**src/rtl/qam16_mapper_if.sv**
```systemverilog
// Symbol-stream bundle between the QAM16 mapper (master) and its consumer/stimulus (slave).
interface qam16_mapper_if #(
  parameter int DW = 4
) ();
  logic [3:0]           code;
  logic signed [DW-1:0] i_out;
  logic signed [DW-1:0] q_out;
  logic                 sym_stb;
  logic                 run;
  logic [15:0]          sym_cnt;

  modport master (input code, output i_out, q_out, sym_stb, run, sym_cnt);
  modport slave  (output code, input i_out, q_out, sym_stb, run, sym_cnt);
endinterface

```
**src/rtl/qam16_mapper.sv**
```systemverilog
// QAM16 Gray mapper: samples the converter code once per symbol and emits I/Q levels with a strobe.
// Optional macro QAM16_ZERO_STUFF_EN: outputs carry the level only in the strobe cycle, zero otherwise.
module qam16_mapper #(
  parameter int SYM_CYC      = 4,
  parameter int SAMPLE_PHASE = 3,
  parameter int START_DLY    = 4,
  parameter int DW           = 4
) (
  input  logic               clk,
  input  logic               rst,
  qam16_mapper_if.master     map_o
);

  typedef enum logic {S_WAIT, S_RUN} state_t;

  localparam logic [3:0] PH_LAST = 4'(SYM_CYC - 1);
  localparam logic [3:0] PH_SMP  = 4'(SAMPLE_PHASE);
  localparam logic [7:0] DLY     = 8'(START_DLY);

  localparam logic signed [DW-1:0] LVL_M3 = DW'(-3);
  localparam logic signed [DW-1:0] LVL_M1 = DW'(-1);
  localparam logic signed [DW-1:0] LVL_P1 = DW'(1);
  localparam logic signed [DW-1:0] LVL_P3 = DW'(3);

  // Gray order keeps adjacent amplitude levels one bit apart.
  function automatic logic signed [DW-1:0] gray_lvl(input logic [1:0] b);
    case (b)
      2'b00:   return LVL_M3;
      2'b01:   return LVL_M1;
      2'b11:   return LVL_P1;
      default: return LVL_P3;
    endcase
  endfunction

  state_t               state_q, state_d;
  logic [7:0]           wait_q, wait_d;
  logic [3:0]           phase_q, phase_d;
  logic signed [DW-1:0] i_q, i_d, q_q, q_d;
  logic                 stb_q, stb_d;
  logic [15:0]          sym_cnt_q, sym_cnt_d;

  always_comb begin
    state_d   = state_q;
    wait_d    = wait_q;
    phase_d   = phase_q;
    i_d       = i_q;
    q_d       = q_q;
    stb_d     = 1'b0;
    sym_cnt_d = sym_cnt_q;
    case (state_q)
      S_WAIT: begin
        if (wait_q == DLY) begin
          state_d = S_RUN;
          phase_d = '0;
        end else begin
          wait_d = wait_q + 8'd1;
        end
      end
      S_RUN: begin
        phase_d = (phase_q == PH_LAST) ? 4'd0 : phase_q + 4'd1;
        if (phase_q == PH_SMP) begin
          i_d       = gray_lvl(map_o.code[3:2]);
          q_d       = gray_lvl(map_o.code[1:0]);
          stb_d     = 1'b1;
          sym_cnt_d = sym_cnt_q + 16'd1;
        end
`ifdef QAM16_ZERO_STUFF_EN
        else begin
          i_d = '0;
          q_d = '0;
        end
`endif
      end
    endcase
  end

  // Single register stage: code at the sample edge appears right after that edge
  always_ff @(posedge clk or posedge rst) begin
    if (rst) begin
      state_q   <= S_WAIT;
      wait_q    <= '0;
      phase_q   <= '0;
      i_q       <= '0;
      q_q       <= '0;
      stb_q     <= 1'b0;
      sym_cnt_q <= '0;
    end else begin
      state_q   <= state_d;
      wait_q    <= wait_d;
      phase_q   <= phase_d;
      i_q       <= i_d;
      q_q       <= q_d;
      stb_q     <= stb_d;
      sym_cnt_q <= sym_cnt_d;
    end
  end

  assign map_o.i_out   = i_q;
  assign map_o.q_out   = q_q;
  assign map_o.sym_stb = stb_q;
  assign map_o.run     = (state_q == S_RUN);
  assign map_o.sym_cnt = sym_cnt_q;

endmodule
```
**src/flat_wrapper.sv**
```systemverilog
// flat-port wrapper written by rule: the top's interface ports become plain ports
module qam16_mapper_flat 
#(
  parameter int SYM_CYC      = 4,
  parameter int SAMPLE_PHASE = 3,
  parameter int START_DLY    = 4,
  parameter int DW           = 4
)
  (clk, rst, map_o_code, map_o_i_out, map_o_q_out, map_o_sym_stb, map_o_run, map_o_sym_cnt);
  qam16_mapper_if #(.DW(DW)) map_o_i ();
  input  logic clk;
  input  logic rst;
  input wire logic [$bits(map_o_i.code)-1:0] map_o_code;
  output wire logic [$bits(map_o_i.i_out)-1:0] map_o_i_out;
  output wire logic [$bits(map_o_i.q_out)-1:0] map_o_q_out;
  output wire logic [$bits(map_o_i.sym_stb)-1:0] map_o_sym_stb;
  output wire logic [$bits(map_o_i.run)-1:0] map_o_run;
  output wire logic [$bits(map_o_i.sym_cnt)-1:0] map_o_sym_cnt;
  assign map_o_i.code = map_o_code;
  assign map_o_i_out = map_o_i.i_out;
  assign map_o_q_out = map_o_i.q_out;
  assign map_o_sym_stb = map_o_i.sym_stb;
  assign map_o_run = map_o_i.run;
  assign map_o_sym_cnt = map_o_i.sym_cnt;
  qam16_mapper #(.SYM_CYC(SYM_CYC), .SAMPLE_PHASE(SAMPLE_PHASE), .START_DLY(START_DLY), .DW(DW)) u_core (.clk(clk), .rst(rst), .map_o(map_o_i));
endmodule
```
**config.mk**
```make
export PLATFORM = sky130hd
export DESIGN_NAME = qam16_mapper_flat
export DESIGN_NICKNAME = d
export VERILOG_FILES = /design/src/rtl/qam16_mapper_if.sv /design/src/rtl/qam16_mapper.sv /design/src/flat_wrapper.sv
export SDC_FILE = /design/constraint.sdc
export NUM_CORES = 1
export LEC_CHECK = 0
export BUFFER_PORTS_ARGS = -buffer_cell sky130_fd_sc_hd__buf_2
export CORE_UTILIZATION = 54
export DETAILED_ROUTE_END_ITERATION = 10
export PLACE_DENSITY_LB_ADDON = 0.25
export SETUP_SLACK_MARGIN = 0.5
export SLEW_MARGIN = 20
export SYNTH_ARGS = -nofsm -noshare
export SYNTH_HDL_FRONTEND = slang
export SYNTH_SLANG_ARGS = --single-unit
```
**constraint.sdc**
```tcl
create_clock -name clk -period 1.65 [get_ports clk]
set_input_delay 0 -clock clk [delete_from_list [all_inputs] [get_ports clk]]
set_output_delay 0 -clock clk [all_outputs]
set_load 0.02 [all_outputs]
```
==> impl_metrics.csv, run 1 <==
group,metric,value,unit
run_status,status,"finished with violations",
run_status,violations,"DRC",
synth,syn-num-nets,162,
min_path,whs_endpoint,"u_core.map_o.i_out[1]",
floorplan,start_util,0.589,
cells_and_area,fin_area,0.00232,mm^2
sta,rsz0062_at_grt,"yes",
sta,finalSetupViolCount,0,
worst_setup_path,slowest_delay,0.41,ns
floorplan,dieArea,0.00334,mm^2
sta,finalHoldViolations,0,
power,ir_worst_vdd,634,uV
min_path,hold-path-cell-count,5,
worst_setup_path,worstReg2RegStart,"u_core.phase_q[0]",
worst_setup_path,critical-path-top-delay-family,"flip-flops",
sta,period_share,0.926,
synth,synth-xor-area-share,0.114,
clock_network,cts_tree,"yes",
synth,yosysTopAreaCell,"dfrtp_1",
global_route,grt-ovfl-total,0,
worst_setup_path,cp-start-kind,"flip-flop",
power,power.leakage,0.00115,uW
placed_design,dp_hpwl,2.29,mm
synth,synth_area_leaders,"dfrtp_1 (52%), xnor2_1 (9.4%), ha_1 (6.7%)",
worst_setup_path,crit_fanout,7,
detailed_routing,firstDrtPassIters,7,
worst_setup_path,path_buf_inv,3,
global_route,grtUsageTotal,0.237,
global_route,grt_pass1_vias,1292,
detailed_routing,wirelength,4.19,mm
worst_setup_path,r2r_slack,0.12,ns
cells_and_area,multi_input_area,891,um^2
synth,synth_top_area_frac,0.521,
sta,layout_setup_ws,0.123,ns
min_path,min-delay-start,"map_o_code[2]",
clock_network,cts_root_buf,"clkbuf_4",
worst_setup_path,critPathCaptureType,"flip-flop",
floorplan,core_area,0.00285,mm^2
detailed_routing,via_per_inst,5.56,
clock_network,ctsHtreeMaxLevel,2,
sta,relSlewSlack,0.711,
clock_network,cts_made_buffers,5,
synth,synth-compound-area-share,0.0410,
synth,seq_area_frac_synth,0.521,
global_route,grt_pass1_wl,5.80,mm
synth,synth-seq-cells,35,
cells_and_area,area_delta_synth_final,38.0,%
job,drv_cap,0,
synth,postSynthAreaPerCell,11.4,um^2
synth,ys_types,28,
detailed_routing,vias,1339,
cells_and_area,layout-drive-gt1-share,0.500,
sta,min_period,1.53,ns
global_route,grt_antenna_before_repair,0,
cells_and_area,num_antenna_cells,0,
synth,yosys-mux-area-fraction,0.0186,
cells_and_area,seqCellArea,885,um^2
sta,fin_skew,0.00875,ns
clock_network,clk_path_buf_depth,2,
sta,tightest_slew,0.434,ns
synth,synth_simple_gate_area_frac,0.191,
detailed_routing,post_drt_wl_per_cell,17.4,um
placed_design,port_buffers,31,
floorplan,die_w,57.8,um
clock_network,cts.sinks,35,
cells_and_area,finish.utilization,0.813,
worst_setup_path,arrival,1.76,ns
detailed_routing,drt_iter0_drc,47,
power,p_total,1400,uW
power,power_density,602,mW/mm^2
synth,yosys_warnings,0,
floorplan,pin_count,32,
synth,synth_top_family_by_area,"simple AND/OR/NAND/NOR gates",
clock_network,clk_latency,0.34,ns
worst_setup_path,crit_chain,"ha_4 -> nand4bb_4 -> buf_4 -> buf_6 -> inv_4 -> nand4_1 -> xnor2_1",
min_path,min_path_type,"in -> reg",
global_route,grt_max_degree,36,
worst_setup_path,cp_slowest_cell,"dfrtp_2",
clock_network,cts.clk_slew.worst_paths,0.11,ns
floorplan,fp-row-count,19,
worst_setup_path,ff2ff_path_depth,7,
sta,fmax,655,MHz
cells_and_area,fillers,172,
synth,synth-adder-area-share,0.0670,
worst_setup_path,critPathRequiredTime,1.88,ns
detailed_routing,postRouteAntennaNets,0,
sta,tns,0,ns
placed_design,dpl_worst_slack,0.125,ns
synth,syn_area,0.00168,mm^2
placed_design,routabilityCongestion,0.796,
worst_setup_path,critPathKind,"reg -> reg",
floorplan,die_y,57.8,um
cells_and_area,finalNetCount,224,
detailed_routing,drc,2,
placed_design,place_area,0.00192,mm^2
synth,syn_inst,147,
sta,finalMaxSlewViolations,0,
worst_setup_path,r2r_end,"u_core.map_o.sym_cnt[4]",
==> cell type report <==
cell class | count | area share
multi-input combinational | 96 | 0.384
sequential | 35 | 0.381
timing repair buffer | 60 | 0.177
clock buffer | 7 | 0.0194
inverter | 11 | 0.0189
tap | 31 | 0.0167
clock inverter | 1 | 0.00216
==> placed cells by master (no fill, tap or decap), types with 5 or more instances in the layout <==
cell type,instances
buf_2,31
dfrtp_1,28
buf_4,20
nand2_1,16
xnor2_1,14
inv_1,10
ha_1,7
dfrtp_2,7
nand4_1,6
nand3_2,6
clkbuf_4,5
buf_6,5
==> synth_stat cells (all sizes together) <==
master	instances
nand4	6
a31oi	1
and4	1
nor2	3
and3	3
nand2b	2
nand4bb	1
nand2	21
nor2b	1
buf	5
xnor2	18
ha	9
inv	11
nor3	3
nand3b	2
mux2	1
nor4b	1
nand3	10
o31ai	1
dfrtp	35
mux2i	2
o211ai	1
o21ai	4
xor2	3
o21bai	1
a41oi	1
==> power breakdown <==
| group | switching (uW) | internal, uW | total (uW) |
|---|---|---|---|
| combinational | 55.1 | 26.8 | 81.9 |
| clock | 277 | 166 | 444 |
| sequential | 6.22 | 866 | 872 |
| total | 339 | 1060 | 1400 |
==> registers in the layout (all words and copies together), names as in the netlist <==
signal	flops
u_core.map_o.sym_stb	1
u_core.map_o.i_out	3
u_core.map_o.q_out	2
u_core.phase_q	4
u_core.map_o.run	1
u_core.wait_q	8
u_core.map_o.sym_cnt	16
==> metal layers <==
layer,share of wire,routed length [um],GRT usage,vias to the layer above
li1,-,-,-,618
met1,0.39,1620,0.265,659
met2,0.54,2250,0.427,50
met3,0.044,186,0.0692,12
met4,0.032,134,0.0918,0
met5,0,0,0,-
==> worst max path at each step <==
stage / slack, ns / depth (start not counted) / end / from
global placement: 0.21 / 5 / u_core.map_o.sym_cnt[7] / u_core.phase_q[0]
global route: 0.06 / 7 / u_core.map_o.sym_cnt[4] / u_core.phase_q[1]
CTS: 0.16 / 5 / u_core.map_o.sym_cnt[7] / u_core.phase_q[1]
finish: 0.12 / 7 / u_core.map_o.sym_cnt[4] / u_core.phase_q[0]
detailed placement: 0.12 / 5 / u_core.map_o.sym_cnt[7] / u_core.phase_q[0]
floorplan: 0.21 / 4 / u_core.wait_q[1] / u_core.wait_q[7]
==> worst min-delay path, cell delays in order <==
cell and delay, ns:
buf_2 0.11, inv_1 0.05, ha_1 0.13, nand2_1 0.04, nand2_1 0.06
==> cell families after synthesis <==
| group | Yosys count |
|---|---|
| AOI/OAI and AO/OA | 9 |
| xor gates and xnor gates | 21 |
| adders and majority gates | 9 |
| buffers and inverters | 16 |
| DFF | 35 |
| muxes | 3 |
| and+or+nand+nor | 54 |
==> stage by stage <==
| stage | cells | hold slack (ns) |
|---|---|---|
| final | 241 | 0.0913 |
| after global routing | 241 | 0.122 |
| after CTS | 232 | 0.0638 |
| after detailed placement | 208 | 0.117 |
| after global placement | 208 | 0.113 |
| after floorplan | 147 | 0.154 |
==> what timing repair did <==
| item | 4_1_cts | 5_1_grt |
|---|---|---|
| setup buffers | 14 | 9 |
| hold buffers | 2 | 0 |
| resized for setup | 19 | 19 |
| hold endpoints to repair | 36 | 0 |
| endpoints found under the setup margin | 34 | 34 |
| pin swaps | 15 | 17 |
| gates cloned | 0 | 0 |
No activity file was read; power rests on OpenSTA's default activity.
==> inputs of run 2 (changes only) <==
--- a/config.mk
+++ b/config.mk
@@ -8,9 +8,9 @@
 export BUFFER_PORTS_ARGS = -buffer_cell sky130_fd_sc_hd__buf_2
 export CORE_UTILIZATION = 54
 export DETAILED_ROUTE_END_ITERATION = 10
-export PLACE_DENSITY_LB_ADDON = 0.25
+export PLACE_DENSITY = 0.88
 export SETUP_SLACK_MARGIN = 0.5
-export SLEW_MARGIN = 20
+export SLEW_MARGIN = 25
 export SYNTH_ARGS = -nofsm -noshare
 export SYNTH_HDL_FRONTEND = slang
 export SYNTH_SLANG_ARGS = --single-unit
==> impl_metrics.csv, run 2 (synthesis results as in run 1) <==
group,metric,value,unit
run_status,status,"finished with violations",
run_status,violations,"DRC",
worst_setup_path,cp-start-kind,"flip-flop",
sta,min_period,1.49,ns
power,p_comb_frac,0.059,
cells_and_area,finalNetCount,219,
power,switchingPower,359,uW
floorplan,pin_count,32,
sta,tns,0,ns
global_route,grt_max_degree,36,
clock_network,clk_latency,0.36,ns
global_route,grt_pass1_wl,6.20,mm
worst_setup_path,crit_fanout,6,
global_route,grtUsageTotal,0.260,
power,seqPwrFrac,0.580,
floorplan,die_w,57.8,um
sta,fmax,672,MHz
cells_and_area,largest_register_ffs,16,
worst_setup_path,critPathKind,"reg -> reg",
global_route,grt-ovfl-total,0,
sta,period_share,0.902,
detailed_routing,vias,1308,
placed_design,dp_hpwl,2.28,mm
detailed_routing,wirelength,3.93,mm
detailed_routing,postRouteAntennaNets,0,
global_route,grt_antenna_before_repair,0,
sta,tightest_slew,0.438,ns
cells_and_area,area_delta_synth_final,34.9,%
power,clkPwrFrac,0.362,
worst_setup_path,ff2ff_path_depth,7,
floorplan,core_area,0.00285,mm^2
worst_setup_path,critPathCaptureType,"flip-flop",
sta,finalMaxSlewViolations,0,
power,ir_worst_vdd,595,uV
cells_and_area,final_cell_mix,"buf_2 (31), dfrtp_1 (30), xnor2_1 (16)",
cells_and_area,num_antenna_cells,0,
floorplan,start_util,0.589,
placed_design,port_buffers,31,
power,p_int,1150,uW
placed_design,routabilityCongestion,0.912,
detailed_routing,drc,3,
detailed_routing,routed.top_layer,"met4",
power,swShare,0.238,
worst_setup_path,arrival,1.72,ns
floorplan,dieArea,0.00334,mm^2
detailed_routing,met3_length,218,um
power,power_density,664,mW/mm^2
floorplan,die_y,57.8,um
sta,fin_hold_ws,0.0619,ns
min_path,min_path_type,"in -> reg",
detailed_routing,post_drt_wl_per_cell,16.6,um
cells_and_area,fillers,170,
detailed_routing,met1_length,1.60,mm
clock_network,cts_root_buf,"clkbuf_4",
sta,rsz0062_at_grt,"yes",
sta,fin_skew,0.0171,ns
min_path,hold-path-cell-count,5,
detailed_routing,via_per_inst,5.54,
sta,relSlewSlack,0.708,
clock_network,cts.sinks,35,
sta,finalSetupViolCount,0,
clock_network,clk_path_buf_depth,2,
power,power.leakage,0.00115,uW
cells_and_area,layout-drive-gt1-share,0.468,
clock_network,cts.clk_slew.worst_paths,0.12,ns
cells_and_area,final_common_cell,"buf_2",
job,drv_cap,0,
worst_setup_path,critPathRequiredTime,1.88,ns
clock_network,cts_tree,"yes",
floorplan,fp-row-count,19,
clock_network,ctsHtreeMaxLevel,2,
global_route,grt_pass1_vias,1300,
detailed_routing,met2WireLength,2.01,mm
sta,finalHoldViolations,0,
clock_network,cts_made_buffers,5,
detailed_routing,drt_iter0_drc,44,
detailed_routing,firstDrtPassIters,8,
-- run 2: final timing paths --
kind	slack (ns)	to	start
min reg2reg	0.47	u_core.map_o.sym_cnt[15]	u_core.map_o.sym_cnt[15]
max in group asynchronous	1.04	u_core.map_o.sym_cnt[2]	rst
max reg2reg	0.16	u_core.map_o.sym_cnt[3]	u_core.phase_q[0]
max	0.16	u_core.map_o.sym_cnt[3]	u_core.phase_q[0]
min in group asynchronous	0.26	u_core.map_o.q_out[2]	rst
min	0.06	u_core.map_o.i_out[1]	map_o_code[3]
-- run 2: worst max-delay path: stages, from the launching register on --
cell,delay (ns)
dfrtp_1,0.41
ha_4,0.16
nand4bb_4,0.16
buf_6,0.16
buf_8,0.13
inv_8,0.07
nand4_1,0.12
xnor2_1,0.15
-- run 2: per-layer routing --
layer	up-vias	track usage
met5	-	0
met4	0	0.160
met3	12	0.0804
met2	53	0.430
met1	640	0.294
li1	603	-
-- run 2: area by class of cell --
type / count / area, um^2 / area share
flip-flops and latches: 35 / 882 / 0.389
multi-input cells: 96 / 855 / 0.377
repair buffers: 55 / 374 / 0.165
clock buffers: 8 / 68.8 / 0.0304
inverters: 11 / 48.8 / 0.0215
well taps: 31 / 38.8 / 0.0171
-- run 2: through the flow --
stage / total power [uW] / area [um^2] / instances / utilization / setup slack, ns
2_1_floorplan: 938 / 1740 / 147 / - / 0.213
3_3_place_gp: 959 / 1910 / 207 / 0.670 / 0.249
3_5_place_dp: 964 / 1910 / 207 / 0.670 / 0.163
4_1_cts: 1500 / 2150 / 233 / 0.754 / 0.184
5_1_grt: 1570 / 2270 / 236 / 0.795 / 0.0855
6_report: 1510 / 2270 / 236 / 0.795 / 0.161
-- run 2: power groups by stage --
stage,Sequential [uW],Clock [uW],Combinational (uW)
after floorplan,899,0,38.5
after global placement,887,0,71.5
after detailed placement,888,0,76.6
after CTS,871,547,80.4
after global routing,874,600,98.5
final,873,544,88.6
-- run 2: timing repair --
action / CTS / global route
endpoints found under the hold margin: 36 / 0
gates resized for setup: 12 / 23
hold buffers: 2 / 0
pin swaps: 19 / 16
setup endpoints to repair: 32 / 35
setup buffers: 16 / 3
